--- src/rtl/led_pattern_seq.sv ---
// led_pattern_seq
//   Drives the five Icestick LEDs with an animated pattern chosen by a push
//   button. The raw button is synchronised, debounced and edge-detected. Each
//   accepted press advances the display mode CHASE -> BOUNCE -> BLINK -> OFF
//   -> CHASE. A prescaler turns CLK into the animation step rate.
//
// Parameters
//   STEP_DIV         CLK cycles per animation step (>= 2)
//   DEBOUNCE_CYCLES  consecutive stable synced cycles to accept a BTN change (>= 2)
//
// Ports
//   CLK        in   system clock (12 MHz)
//   RST        in   asynchronous reset, active-high
//   BTN        in   raw push-button, active-high, asynchronous to CLK
//   LED1..LED5 out  registered pattern bits 0..4 (LED1 = bit0)
//   MODE       out  current mode: 0 CHASE, 1 BOUNCE, 2 BLINK, 3 OFF
//                   (this is the mode FSM state register itself)
//
// BTN has no handshake. A press is a one-cycle pulse, taken on the cycle
// after the debounced level rises. Releases never produce a pulse.
module led_pattern_seq #(
    parameter int STEP_DIV        = 1200000,
    parameter int DEBOUNCE_CYCLES = 120000
) (
    input  logic       CLK,
    input  logic       RST,
    input  logic       BTN,
    output logic       LED1,
    output logic       LED2,
    output logic       LED3,
    output logic       LED4,
    output logic       LED5,
    output logic [1:0] MODE
);

    localparam int PW = $clog2(STEP_DIV);
    localparam int DW = $clog2(DEBOUNCE_CYCLES);
    localparam logic [PW-1:0] STEP_LAST = PW'(STEP_DIV - 1);
    localparam logic [DW-1:0] DB_LAST   = DW'(DEBOUNCE_CYCLES - 1);

    typedef enum logic [1:0] {
        MODE_CHASE  = 2'd0,
        MODE_BOUNCE = 2'd1,
        MODE_BLINK  = 2'd2,
        MODE_OFF    = 2'd3
    } mode_e;

    // ---------------- button front end ----------------
    logic          sync1_q, sync2_q;
    logic [DW-1:0] db_cnt_q, db_cnt_d;
    logic          db_level_q, db_level_d;
    logic          db_level_dly_q;
    logic          press;

    always_comb begin
        db_cnt_d   = '0;
        db_level_d = db_level_q;
        // The counter only runs while the synced input disagrees with the
        // accepted level. Any return to agreement clears it, so short glitches
        // can never be accepted.
        if (sync2_q != db_level_q) begin
            if (db_cnt_q == DB_LAST) begin
                db_level_d = sync2_q;
            end else begin
                db_cnt_d = db_cnt_q + 1'b1;
            end
        end
    end

    assign press = db_level_q & ~db_level_dly_q;

    always_ff @(posedge CLK or posedge RST) begin
        if (RST) begin
            sync1_q        <= 1'b0;
            sync2_q        <= 1'b0;
            db_cnt_q       <= '0;
            db_level_q     <= 1'b0;
            db_level_dly_q <= 1'b0;
        end else begin
            sync1_q        <= BTN;
            sync2_q        <= sync1_q;
            db_cnt_q       <= db_cnt_d;
            db_level_q     <= db_level_d;
            db_level_dly_q <= db_level_q;
        end
    end

    // ---------------- mode FSM and pattern ----------------
    mode_e         mode_q, mode_d;
    logic [PW-1:0] presc_q, presc_d;
    logic [2:0]    pos_q, pos_d;
    logic          dir_up_q, dir_up_d;
    logic [4:0]    leds_q, leds_d;
    logic          step;

    assign step = (presc_q == STEP_LAST);

    always_comb begin
        mode_d   = mode_q;
        presc_d  = presc_q;
        pos_d    = pos_q;
        dir_up_d = dir_up_q;
        leds_d   = leds_q;

        if (press) begin
            // A press takes priority over a coincident step. The pattern restarts
            // from its initial state and that step is dropped.
            unique case (mode_q)
                MODE_CHASE:  mode_d = MODE_BOUNCE;
                MODE_BOUNCE: mode_d = MODE_BLINK;
                MODE_BLINK:  mode_d = MODE_OFF;
                default:     mode_d = MODE_CHASE;
            endcase
            presc_d  = '0;
            pos_d    = 3'd0;
            dir_up_d = 1'b1;
            unique case (mode_d)
                MODE_BLINK: leds_d = 5'b11111;
                MODE_OFF:   leds_d = 5'b00000;
                default:    leds_d = 5'b00001;
            endcase
        end else if (mode_q == MODE_OFF) begin
            presc_d = '0;
            leds_d  = 5'b00000;
        end else begin
            presc_d = step ? '0 : presc_q + 1'b1;
            if (step) begin
                unique case (mode_q)
                    MODE_CHASE: leds_d = {leds_q[3:0], leds_q[4]};
                    MODE_BOUNCE: begin
                        // Reverse at the ends without repeating the end
                        // position: 0,1,2,3,4,3,2,1,0,1,...
                        if (dir_up_q) begin
                            if (pos_q == 3'd4) begin
                                pos_d    = 3'd3;
                                dir_up_d = 1'b0;
                            end else begin
                                pos_d = pos_q + 3'd1;
                            end
                        end else begin
                            if (pos_q == 3'd0) begin
                                pos_d    = 3'd1;
                                dir_up_d = 1'b1;
                            end else begin
                                pos_d = pos_q - 3'd1;
                            end
                        end
                        leds_d = 5'b00001 << pos_d;
                    end
                    default: leds_d = ~leds_q;
                endcase
            end
        end
    end

    always_ff @(posedge CLK or posedge RST) begin
        if (RST) begin
            mode_q   <= MODE_CHASE;
            presc_q  <= '0;
            pos_q    <= 3'd0;
            dir_up_q <= 1'b1;
            leds_q   <= 5'b00001;
        end else begin
            mode_q   <= mode_d;
            presc_q  <= presc_d;
            pos_q    <= pos_d;
            dir_up_q <= dir_up_d;
            leds_q   <= leds_d;
        end
    end

    assign LED1 = leds_q[0];
    assign LED2 = leds_q[1];
    assign LED3 = leds_q[2];
    assign LED4 = leds_q[3];
    assign LED5 = leds_q[4];
    assign MODE = mode_q;

endmodule
--- config.mk ---
export PLATFORM = sky130hd
export DESIGN_NAME = led_pattern_seq
export DESIGN_NICKNAME = d
export VERILOG_FILES = /design/src/rtl/led_pattern_seq.sv
export SDC_FILE = /design/constraint.sdc
export NUM_CORES = 1
export LEC_CHECK = 0
export CAP_MARGIN = 25
export CORE_UTILIZATION = 35
export CTS_BUF_LIST = sky130_fd_sc_hd__clkbuf_8
export DETAILED_ROUTE_END_ITERATION = 10
export MAX_ROUTING_LAYER = met4
export PLACE_DENSITY = 0.49
export SYNTH_ARGS = -nofsm -noshare
export SYNTH_HDL_FRONTEND = slang
export SYNTH_SLANG_ARGS = --single-unit
--- constraint.sdc ---
create_clock -name CLK -period 2.2 [get_ports CLK]
set_clock_uncertainty 0.1 [all_clocks]
set_input_delay 0.55 -clock CLK [delete_from_list [all_inputs] [get_ports CLK]]
set_output_delay 0.55 -clock CLK [all_outputs]
set_load 0.01 [all_outputs]
=== After elaboration in Yosys (flattened, before gate mapping) ===
Cells that the tools add are included.

* Add/subtract/negate cells: 4
* $mul: 0
* Divide/modulo/power cells: 0
* $lt $le $gt $ge: 0
* Equality and inequality tests: 10
* Shift-type cells: 1
* Mux-type cells: 30
* Bitwise logic cells: 3
* Reduce and logical (&&, ||, !) cells: 7

{| class="wikitable"
|+ Operators by type and width
! cell !! count
|-
| two-way mux 21 bit || 3
|-
| two-way mux 17 bit || 2
|-
| two-way mux 3 bit || 11
|-
| adder 21 x 1 -> 21 bit (second input constant) || 1
|-
| == test 21 bit (second input constant) || 1
|-
| one-hot mux 5 bit (2 select lines) || 2
|-
| adder 17 x 1 -> 17 bit (second input constant) || 1
|-
| == test 17 bit (second input constant) || 1
|-
| two-way mux 5 bit || 3
|-
| == test 2 bit (second input constant) || 4
|-
| two-way mux 1 bit || 7
|-
| one-hot mux 2 bit (3 select lines) || 1
|-
| inverter 5 bit || 1
|-
| left shift 1 x 3 -> 5 bit (first input constant) || 1
|-
| nonzero test 2 bit || 2
|-
| adder 3 x 1 -> 3 bit (second input constant) || 1
|-
| == test 3 bit (second input constant) || 1
|-
| zero test 3 bit || 1
|-
| AND reduction 3 bit || 1
|-
| nonzero test 3 bit || 1
|-
| subtractor 3 x 1 -> 3 bit (second input constant) || 1
|-
| == test 2 x 1 -> 1 bit (second input constant) || 1
|-
| zero test 2 bit || 1
|-
| two-way mux 2 bit || 1
|-
| other kinds (5) || 5
|}

* Register bits: 53
* Latch bits: 0
* RAM bits: 0
* Memory bits (read-only): 0
* Input bits: 3
* Word-level logic and storage cells: 65
* Memories kept: 0

=== Depth between registers and ports, before layout ===
Gate-level depths: netlist of run 1.

* Word-level depth: 12
* Depth in mapped cells: 8
* Depth with buffers taken out: 7

=== Worst setup path before layout of run 1 ===
OpenSTA, ideal clock, no wires.

* Kind: register to register
* Start point: register presc_q[12]
* End point: register presc_q[11]
* Arrival: 1820 ps
* Required time: 1979 ps
* Setup slack: 159 ps
* Cell stages (with the launch flop): 7
* Buffers on the path: 2
* Period minus slack after synthesis: 2041 ps
* Cells stage by stage: dfrtp_1 > or4b_4 > nor4_4 > a21o_2 > buf_2 > buf_2 > nor2_1

* Cells in the longest elaborated chain, start to end: 4

{| class="wikitable"
|+ Ends and longest elaborated chain
! item !! line !! RTL
|-
| start: declaration || 90 || <nowiki>logic [PW-1:0] presc_q, presc_d;</nowiki>
|-
| start signal: assignment || 165 || <nowiki>presc_q <= presc_d;</nowiki>
|-
| == test 21 bit || 96 || <nowiki>assign step = (presc_q == STEP_LAST);</nowiki>
|-
| two-way mux 21 bit || 126 || <nowiki>presc_d = step ? '0 : presc_q + 1'b1;</nowiki>
|-
| two-way mux 21 bit || 122 || <nowiki>end else if (mode_q == MODE_OFF) begin</nowiki>
|-
| two-way mux 21 bit || 105 || <nowiki>if (press) begin</nowiki>
|-
| net presc_d[11] || 90 ||
|}

The timed path passes the listed nets, and every way through them passes these cells.
A chain may end at the register's enable or synchronous reset.

=== Worst setup path in the final report of run 1 ===
* Start point: register presc_q[18]
* End point: register dir_up_q

* Cells in the longest elaborated chain, start to end: 3

{| class="wikitable"
|+ Ends and longest elaborated chain
! item !! line !! RTL
|-
| == test 21 bit || 96 ||
|-
| nonzero test 2 bit (no line) || - ||
|-
| AND reduction 3 bit (no line) || - ||
|-
| end signal: assignment || 167 || <nowiki>dir_up_q <= dir_up_d;</nowiki>
|-
| end: declaration || 92 || <nowiki>logic dir_up_q, dir_up_d;</nowiki>
|}

Every way passes these cells.

==> results_dict.tcl, run 1 <==
set metrics [dict create \
    finalHoldViolCount 0 \
    grt_overflow_total 0 \
    clock_path_buffers 2 \
    ys_top_cells_by_area "dfrtp_1 44%, nor2_1 7.1%, xor2_1 5.4%, xnor2_1 5.1%, ha_1 4.8%" \
    clk_pin_slew_ns 0.10 \
    grt_usage_pct 14.6 \
    io_pins 10 \
    slew_viol_final 0 \
    first_global_vias 2028 \
    max_freq_ghz 0.477 \
    grt_max_degree 20 \
    worst_ep_required_time_ns 2.34 \
    yosys.area.top_type_share_pct 44.1 \
    ys.flop_type "dfrtp_1" \
    yosysTopAreaCell "dfrtp_1" \
    setup_viol 0 \
    synth_most_common_cell "nor2_1" \
    synthArstFlopShare_pct 100 \
    status "finished clean" \
    n_antenna_cell 0 \
    dpl_cell_area_mm2 0.00323 \
    cts_htree_levels 2 \
    startpoint_type "register" \
    vias_per_cell 4.88 \
    p_per_area_mw_per_mm2 539 \
    antenna_found_initial 0 \
    fin_setup_tns_ns 0 \
    ant_nets 0 \
    die_area_mm2 0.00863 \
    min_period_ns 2.09 \
    die_w_um 92.9 \
    die_h_um 92.9 \
    area_growth_pct 17.3 \
    max-cap-violations 0 \
    num-nets-final 350 \
    ys_ff_latch 53 \
    start_util_pct 36.9 \
    synth_area_per_cell_um2 9.39 \
    worstMarginPinSlew_ns 0.462 \
    cts_tree "built" \
    period_share_pct 95.2 \
    core_mm2 0.00785 \
    cts_sinks 53 \
    synth_cells 308 \
    cp.arrival_ns 2.23 \
    dpl.hpwl_um 3990 \
    vias 2144 \
    gp_congestion 0.766 \
    drc 0 \
    layout-drive-gt1-share_pct 13.9 \
    fill_cells 812 \
    stdcell_area_mm2 0.00339 \
    syn_area_mm2 0.00289 \
    dr.pass1.iters 4 \
    grt_pass1_wl_um 9700 \
    num_rows 32 \
    ys_seq_area_share_pct 45.9 \
    yosysUniqueCellTypes 48 \
    yosysWarnings 0 \
    path_max_fanout 7 \
    worstHoldPathType "register to register" \
    ys_top_cells_by_count "55 x nor2_1, 51 x dfrtp_1, 23 x nand2_1" \
    multiInputGateArea_mm2 0.00147 \
    peakVddDrop_uv 244 \
    drtIter0Drc 98 \
    hold_slack_ns 0.269 \
    wirelength_um 5560 \
    critical_path_class "register to register" \
    cts_root_buf "clkbuf_8" \
    synth_edf_count 0 \
    fin_total_pwr_w 0.00183 \
    regArea_mm2 0.00133 \
    syn_nets 322 \
    crit_path_end_kind "register" \
    wl_per_cell_um 12.7 \
    cts_buffers 5 \
    p_leak_nw 1.55 \
    max_slew_margin_pct 69.1 \
    numPortBuffers 9 \
    rsz0062_at_grt "no" \
    clk_latency_ns 0.31 \
]
-- cells by family (layout without fill, tap and decap cells) --
| logic type | after synthesis | count (layout) | synth area share (%) |
|---|---|---|---|
| and+or+nand+nor | 139 | 139 | 24.5 |
| adders and majority gates | 11 | 11 | 4.76 |
| buffers and inverters | 25 | 54 | 3.46 |
| muxes | 5 | 5 | 2.25 |
| xor gates and xnor gates | 35 | 35 | 10.6 |
| DFF | 53 | 53 | 45.9 |
| AOI/OAI and AO/OA | 40 | 40 | 8.52 |
-- sequential cells by signal, indices dropped and copies added, names as in the netlist --
signal,cells
db_cnt_q,17
sync2_q,1
presc_q,21
dir_up_q,1
leds_q,5
db_level_q,1
sync1_q,1
MODE,2
pos_q,3
db_level_dly_q,1
-- where the power goes --
group	leakage [nW]	switching, W	total, W	internal (W)
sequential	0.712	0.00000540	0.000985	0.000980
combinational	0.774	0.0000289	0.0000416	0.0000127
clock	0.0687	0.000344	0.000802	0.000458
-- per-stage QoR --
stage	setup slack (ns)	std cells	util, %
2_1_floorplan	0.159	308	-
3_3_place_gp	0.0885	428	41.2
3_5_place_dp	0.0433	428	41.2
4_1_cts	0.0237	436	42.9
5_1_grt	0.00692	439	43.2
6_report	0.106	439	43.2
-- repair_timing --
action / CTS / global route
setup buffers: 0 / 3
hold buffers: 0 / 0
setup endpoints to repair: 0 / 6
resized for setup: 0 / 1
-- critical path: stages (launching register included) --
cell and delay, ns:
dfrtp_1 0.39, or4b_4 0.55, nor4_4 0.38, nand4b_4 0.19
o41a_2 0.40
-- cell usage in the layout (no fill, tap or decap), types with 2 or more instances in the layout --
master           instances
nor2_1                  55
dfrtp_1                 51
nand2_1                 23
buf_4                   23
xor2_1                  18
a21oi_1                 17
xnor2_1                 17
nand3_1                 14
inv_1                   12
o21ai_0                 11
ha_1                    11
nor3_1                   9
clkdlybuf4s50_1          9
nand4_1                  5
and3_1                   5
clkbuf_8                 5
nor2b_1                  4
nand2b_1                 3
and2_1                   3
nor4_1                   3
or3_1                    3
or4b_4                   2
mux2i_1                  2
and4_1                   2
mux2_2                   2
bufinv_16                2
dfstp_2                  2
-- worst paths after layout --
| check | start | endpoint | slack, ns | cells after the start |
|---|---|---|---|---|
| setup / recovery | presc_q[18] | dir_up_q | 0.11 | 4 |
| hold / removal | sync1_q | sync2_q | 0.27 | 0 |
| setup reg to reg | presc_q[18] | dir_up_q | 0.11 | 4 |
| hold reg to reg | sync1_q | sync2_q | 0.27 | 0 |
| max in group asynchronous | RST | presc_q[12] | 1.08 | 3 |
| min in group asynchronous | RST | db_cnt_q[15] | 0.37 | 2 |
-- cell type report --
type	instances	area share, %
Multi-Input combinational cell	230	43.3
Sequential cell	53	39.2
Timing Repair Buffer	33	8.33
Tap cell	102	3.76
Clock buffer	5	2.03
Clock inverter	3	2.03
Inverter	13	1.44
-- metal layers --
metal / part of all wire (%) / vias to the layer above / GRT usage [%]
met4: 1.2 / 0 / 4.36
li1: - / 1098 / -
met3: 2.6 / 6 / 2.71
met2: 45 / 28 / 22.4
met1: 51 / 1012 / 19.8
met5: 0 / - / -
No activity file was read; power rests on OpenSTA's default activity.
==> run 2: changes to the inputs <==
--- a/config.mk
+++ b/config.mk
@@ -11,6 +11,7 @@
 export DETAILED_ROUTE_END_ITERATION = 10
 export MAX_ROUTING_LAYER = met4
 export PLACE_DENSITY = 0.49
+export SETUP_SLACK_MARGIN = 0.3
 export SYNTH_ARGS = -nofsm -noshare
 export SYNTH_HDL_FRONTEND = slang
 export SYNTH_SLANG_ARGS = --single-unit
==> run 2 against run 1 <==
  * Global-route usage up 0.43 points
  * Worst setup slack improved by 0.081 ns
  * Critical path type unchanged
  * First-iteration DRC count is 2.0% lower
  * Combinational power is 19% higher
  * Via count is 2.1% higher
  * Die area is the same
  * Final area increased by 2.0%
  * Sequential share of layout area shrank 0.78 points
==> results_dict.tcl, run 2 (synthesized netlist as in run 1, its figures left out) <==
set metrics [dict create \
    min_period_ns 2.01 \
    cts_sinks 53 \
    vias_per_cell 4.95 \
    slew_viol_final 0 \
    startpoint_type "register" \
    clk_pin_slew_ns 0.09 \
    grt_max_degree 54 \
    drtIter0Drc 96 \
    max_slew_margin_pct 75.8 \
    n_antenna_cell 0 \
    finalHoldViolCount 0 \
    dr.pass1.iters 4 \
    cts_buffers 5 \
    top_regs "presc_q (21), db_cnt_q (17), leds_q (5)" \
    grt_overflow_total 0 \
    whs_path_depth 0 \
    die_h_um 92.9 \
    max-cap-violations 0 \
    hold_path_end "sync2_q" \
    cts_htree_levels 2 \
    wl_met2_um 2760 \
    route.met3.wl_um 113 \
    status "finished clean" \
    p_leak_nw 1.61 \
    final_cell_mix "52 x nor2_1, 51 x dfrtp_1, 23 x nand2_1, 23 x buf_4, 18 x xor2_1" \
    power.internal_w 0.00121 \
    worstHoldPathType "register to register" \
    final_common_cell "nor2_1" \
    layout-drive-gt1-share_pct 20.0 \
    swShare_pct 21.3 \
    maxUsedRoutingLayer "met4" \
    path_max_fanout 6 \
    power_frac_seq_pct 63.9 \
    drc 0 \
    cts_root_buf "clkbuf_8" \
    p_switching_w 0.000328 \
    peakVddDrop_uv 246 \
    p_per_area_mw_per_mm2 444 \
    first_global_vias 2207 \
    dpl.hpwl_um 3930 \
    r2r_cells 4 \
    clk_latency_ns 0.30 \
    vias 2190 \
    worst_ep_required_time_ns 2.32 \
    die_area_mm2 0.00863 \
    numPortBuffers 9 \
    clock_path_buffers 2 \
    worstMarginPinSlew_ns 0.362 \
    antenna_found_initial 0 \
    grt_usage_pct 15.1 \
    max_freq_ghz 0.497 \
    wirelength_um 5720 \
    pwr-share-clk_pct 32.9 \
    reg2reg_to "dir_up_q" \
    fin_setup_tns_ns 0 \
    reg2reg_slack_ns 0.19 \
    io_pins 10 \
    combPwrFrac_pct 3.2 \
    wl_met1_um 2790 \
    fin_total_pwr_w 0.00154 \
    num-nets-final 353 \
    setup_viol 0 \
    cts_tree "built" \
    wl_per_cell_um 12.9 \
    min_from "sync1_q" \
    critical_path_class "register to register" \
    top_register "presc_q" \
    crit_path_end_kind "register" \
    largest_reg_flops 21 \
    rr_startpoint "presc_q[13]" \
    grt_pass1_wl_um 10100 \
    start_util_pct 36.9 \
    area_growth_pct 19.7 \
    num_rows 32 \
    die_w_um 92.9 \
    gp_congestion 0.789 \
    ant_nets 0 \
    period_share_pct 91.5 \
    rsz0062_at_grt "yes" \
    core_mm2 0.00785 \
    cp.arrival_ns 2.14 \
]
-- run 2: routing by layer --
layer  track usage (%)  up-vias
met2              24.4       13
met3              2.87        6
met5                 -        -
met1              18.9     1068
li1                  -     1103
met4              4.87        0
-- run 2: worst max-delay path by stage --
| stage | start | end | slack [ns] | depth (start not counted) |
|---|---|---|---|---|
| 5_1_grt | presc_q[14] | pos_q[1] | 0.11 | 5 |
| 3_3_place_gp | presc_q[13] | dir_up_q | 0.15 | 4 |
| 4_1_cts | presc_q[13] | dir_up_q | 0.17 | 4 |
| 2_1_floorplan | presc_q[13] | dir_up_q | 0.22 | 4 |
| 6_report | presc_q[13] | dir_up_q | 0.19 | 4 |
| 3_5_place_dp | presc_q[13] | leds_q[4] | 0.13 | 5 |
-- run 2: power groups by stage --
stage / sequential (W) / clock [W] / combinational (W)
2_1_floorplan: 0.00100 / 0 / 0.0000270
3_3_place_gp: 0.00100 / 0 / 0.0000443
3_5_place_dp: 0.00100 / 0 / 0.0000446
4_1_cts: 0.000984 / 0.000545 / 0.0000508
5_1_grt: 0.000985 / 0.000574 / 0.0000587
6_report: 0.000984 / 0.000505 / 0.0000493
-- run 2: final cells by class --
class	instances	area [um^2]
Fill cell	804	4390
Clock buffer	5	68.8
Sequential cell	53	1330
Timing Repair Buffer	36	330
Multi-Input combinational cell	230	1540
Tap cell	102	128
Inverter	13	52.6
Clock inverter	3	11.3
-- run 2: repair_timing --
| item | in CTS | in global routing |
|---|---|---|
| endpoints found under the setup margin | 51 | 47 |
| hold buffers | 0 | 0 |
| pin swaps | 1 | 3 |
| setup buffers | 12 | 3 |
| resized for setup | 9 | 15 |
-- run 2: stage by stage --
step,util (%),cells,cell area [um^2],setup WS (ns),hold WS [ns]
5_1_grt,44.1,442,3460,0.113,0.273
3_5_place_dp,40.8,419,3200,0.134,0.235
4_1_cts,43.2,439,3390,0.166,0.257
6_report,44.1,442,3460,0.186,0.255
2_1_floorplan,-,308,2940,0.223,0.231
3_3_place_gp,40.8,419,3200,0.152,0.235
-- run 2: critical path, stage by stage (launching register included) --
cell,delay (ns)
dfrtp_1,0.39
or4b_4,0.55
nor4_4,0.33
nand4b_4,0.18
o41a_2,0.39
==> RTL edit (flow settings as in run 1) <==
Register the outputs `LED1`, `LED2`, `LED3`, `LED4` and `LED5`; this adds one clock of latency there. The other outputs are not delayed to match. Comments in the files are not updated.
--- a/src/rtl/led_pattern_seq.sv
+++ b/src/rtl/led_pattern_seq.sv
@@ -171,7 +171,9 @@
 
-    assign LED1 = leds_q[0];
-    assign LED2 = leds_q[1];
-    assign LED3 = leds_q[2];
-    assign LED4 = leds_q[3];
-    assign LED5 = leds_q[4];
+    always_ff @(posedge CLK) begin
+        LED1 <= leds_q[0];
+        LED2 <= leds_q[1];
+        LED3 <= leds_q[2];
+        LED4 <= leds_q[3];
+        LED5 <= leds_q[4];
+    end
     assign MODE = mode_q;
Check against the original RTL: no difference found for any inputs over 10 cycles, from zero or initial values and one cycle with RST high; that may be too few to reach the edited logic, so the function may still have changed.
==> RTL edit against run 1 <==
Synthesized cell count up 1.6%. Sequential power up 9.6%. Wire length up 7.5%. Clock power up 18%. First-iteration DRC count down 14%. Largest cell class unchanged. Design area up 3.2%. Critical path depth unchanged. Sequential cell count up 5. Power up 13%. Setup slack better by 0.78 ps. Sequential share of layout area up 1.6 points. Synthesized area up 3.5%.
==> RTL edit: results (changes against run 1) <==
\begin{tabular}{lr}
\hline
Metric & Value \\
\hline
\multicolumn{2}{l}{\textbf{Run status}} \\
\quad Status & finished clean \\
\multicolumn{2}{l}{\textbf{Placed design}} \\
\quad DP Worst Slack & 62.08 ps (+18.82 ps) \\
\quad Post-placement cell area & 3308 um\^{}2 (+2.4\%) \\
\quad Post-detail-place hpwl & 4084 um (+2.3\%) \\
\quad Routability cong. & 0.7657 (about the same) \\
\quad Total instance count after detailed placement & 431 (+0.70\%) \\
\multicolumn{2}{l}{\textbf{Power}} \\
\quad Leakage power of the design & 1.590 nW (+2.3\%) \\
\quad Internal & 0.001595 W (+10\%) \\
\multicolumn{2}{l}{\textbf{Route}} \\
\quad Met2 WL & 2693 um (+6.9\%) \\
\quad Wire per inst & 13.36 um (+5.5\%) \\
\quad Detail Route met3 WL & 180 um (+27\%) \\
\quad Detail-routed via count per cell & 4.843 (-0.83\%) \\
\quad WL met1 & 3024 um (+7.0\%) \\
\quad Detailed-routing iteration count for the pre-antenna-repair pass & 4 (unchanged) \\
\quad Detailed router's first-iteration violation count & 84 (-14\%) \\
\multicolumn{2}{l}{\textbf{Global routing}} \\
\quad Number of global-route vias before repair & 2,170 (+7.0\%) \\
\quad First-pass GRT wire length & 10,380 um (+7.0\%) \\
\quad Gr usage total & 0.1575 (+0.01125) \\
\quad Largest net degree at the start of global routing & 30 (+50\%) \\
\multicolumn{2}{l}{\textbf{Clocking}} \\
\quad CTS clk-pin slew, worst paths & 70 ps (-30 ps) \\
\quad Insertion delay of the later-clocked pin in the worst-skew pair & 340 ps (+30 ps) \\
\quad Number of H-tree levels & 3 (+1) \\
\quad Clock buffer count from CTS & 9 (+4) \\
\multicolumn{2}{l}{\textbf{Layout}} \\
\quad Proportion of layout cells with a drive suffix above 1 & 0.1374 (-0.002039) \\
\quad Final \#Nets & 351 (+0.29\%) \\
\quad Number of inserted diodes & 0 (unchanged) \\
\quad Final std cells w/o fill & 447 (+1.8\%) \\
\quad Fillers & 840 (+3.4\%) \\
\quad FF+latch area & 1429 um\^{}2 (+7.5\%) \\
\multicolumn{2}{l}{\textbf{Yosys}} \\
\quad Number of cells produced by synthesis & 313 (+1.6\%) \\
\quad Unique masters post-synth & 49 (+2.1\%) \\
\quad Cells taking the most area after synthesis & dfrtp\_1 (43\%), nor2\_1 (6.9\%), xor2\_1 (5.3\%) \\
\quad Async S/R FF share, synth & 0.9138 (-0.08621) \\
\quad Sequential cell area fraction in the yosys report & 0.4774 (+0.01808) \\
\quad Number of nets produced by synthesis & 327 (+1.6\%) \\
\multicolumn{2}{l}{\textbf{STA}} \\
\quad Worst-margin pin slew & 461.8 ps (-0.3483 ps) \\
\quad Tcrit/Tclk final & 0.9516 (about the same) \\
\quad Post-route worst hold slack & 250.1 ps (-18.72 ps) \\
\hline
\end{tabular}
RTL edit: cell types whose count changed after synthesis, sizes merged:
cell | run 1 | this run
dfxtp | 0 | 5
RTL edit: critical path, stage by stage (launching register included):
cell and delay (ps):
dfrtp_1 400, or4b_4 560, nor4_4 370, nand4b_4 190, o41a_2 400
RTL edit: cell type report:
| class | count | share of cell area |
|---|---|---|
| Clock buffer | 9 | 0.03537 |
| Sequential cell | 58 | 0.4080 |
| Clock inverter | 7 | 0.01751 |
| Tap cell | 105 | 0.03751 |
| Multi-Input combinational cell | 230 | 0.4205 |
| Timing Repair Buffer | 25 | 0.06717 |
| Inverter | 13 | 0.01393 |
RTL edit: what timing repair did:
action	CTS	global route
resized for setup	0	2
setup buffers	0	0
endpoints found under the setup margin	0	2
endpoints found under the hold margin	0	0
hold buffers	0	0
RTL edit: kinds of logic after synthesis:
family,after synthesis,share of synthesized area
XOR/XNOR,35,0.1024
AO/OA/AOI/OAI,40,0.08236
buffers and inverters,25,0.03345
adder cells (fa/ha/maj),11,0.04599
AND/OR/NAND/NOR,139,0.2366
flip-flops,58,0.4774
multiplexers,5,0.02174
RTL edit: power by group through the flow:
stage,Sequential [W],Combinational (W),Clock [W]
after floorplan,0.00110,0.0000262,0
after global placement,0.00110,0.0000462,0
after detailed placement,0.00110,0.0000464,0
after CTS,0.00108,0.0000465,0.000988
after global routing,0.00108,0.0000525,0.00103
final,0.00108,0.0000436,0.000944
RTL edit: metal layers:
layer,track usage,up-vias
met5,-,-
met4,0.04924,0
met3,0.05072,5
met2,0.2361,18
met1,0.2020,1036
li1,-,1106
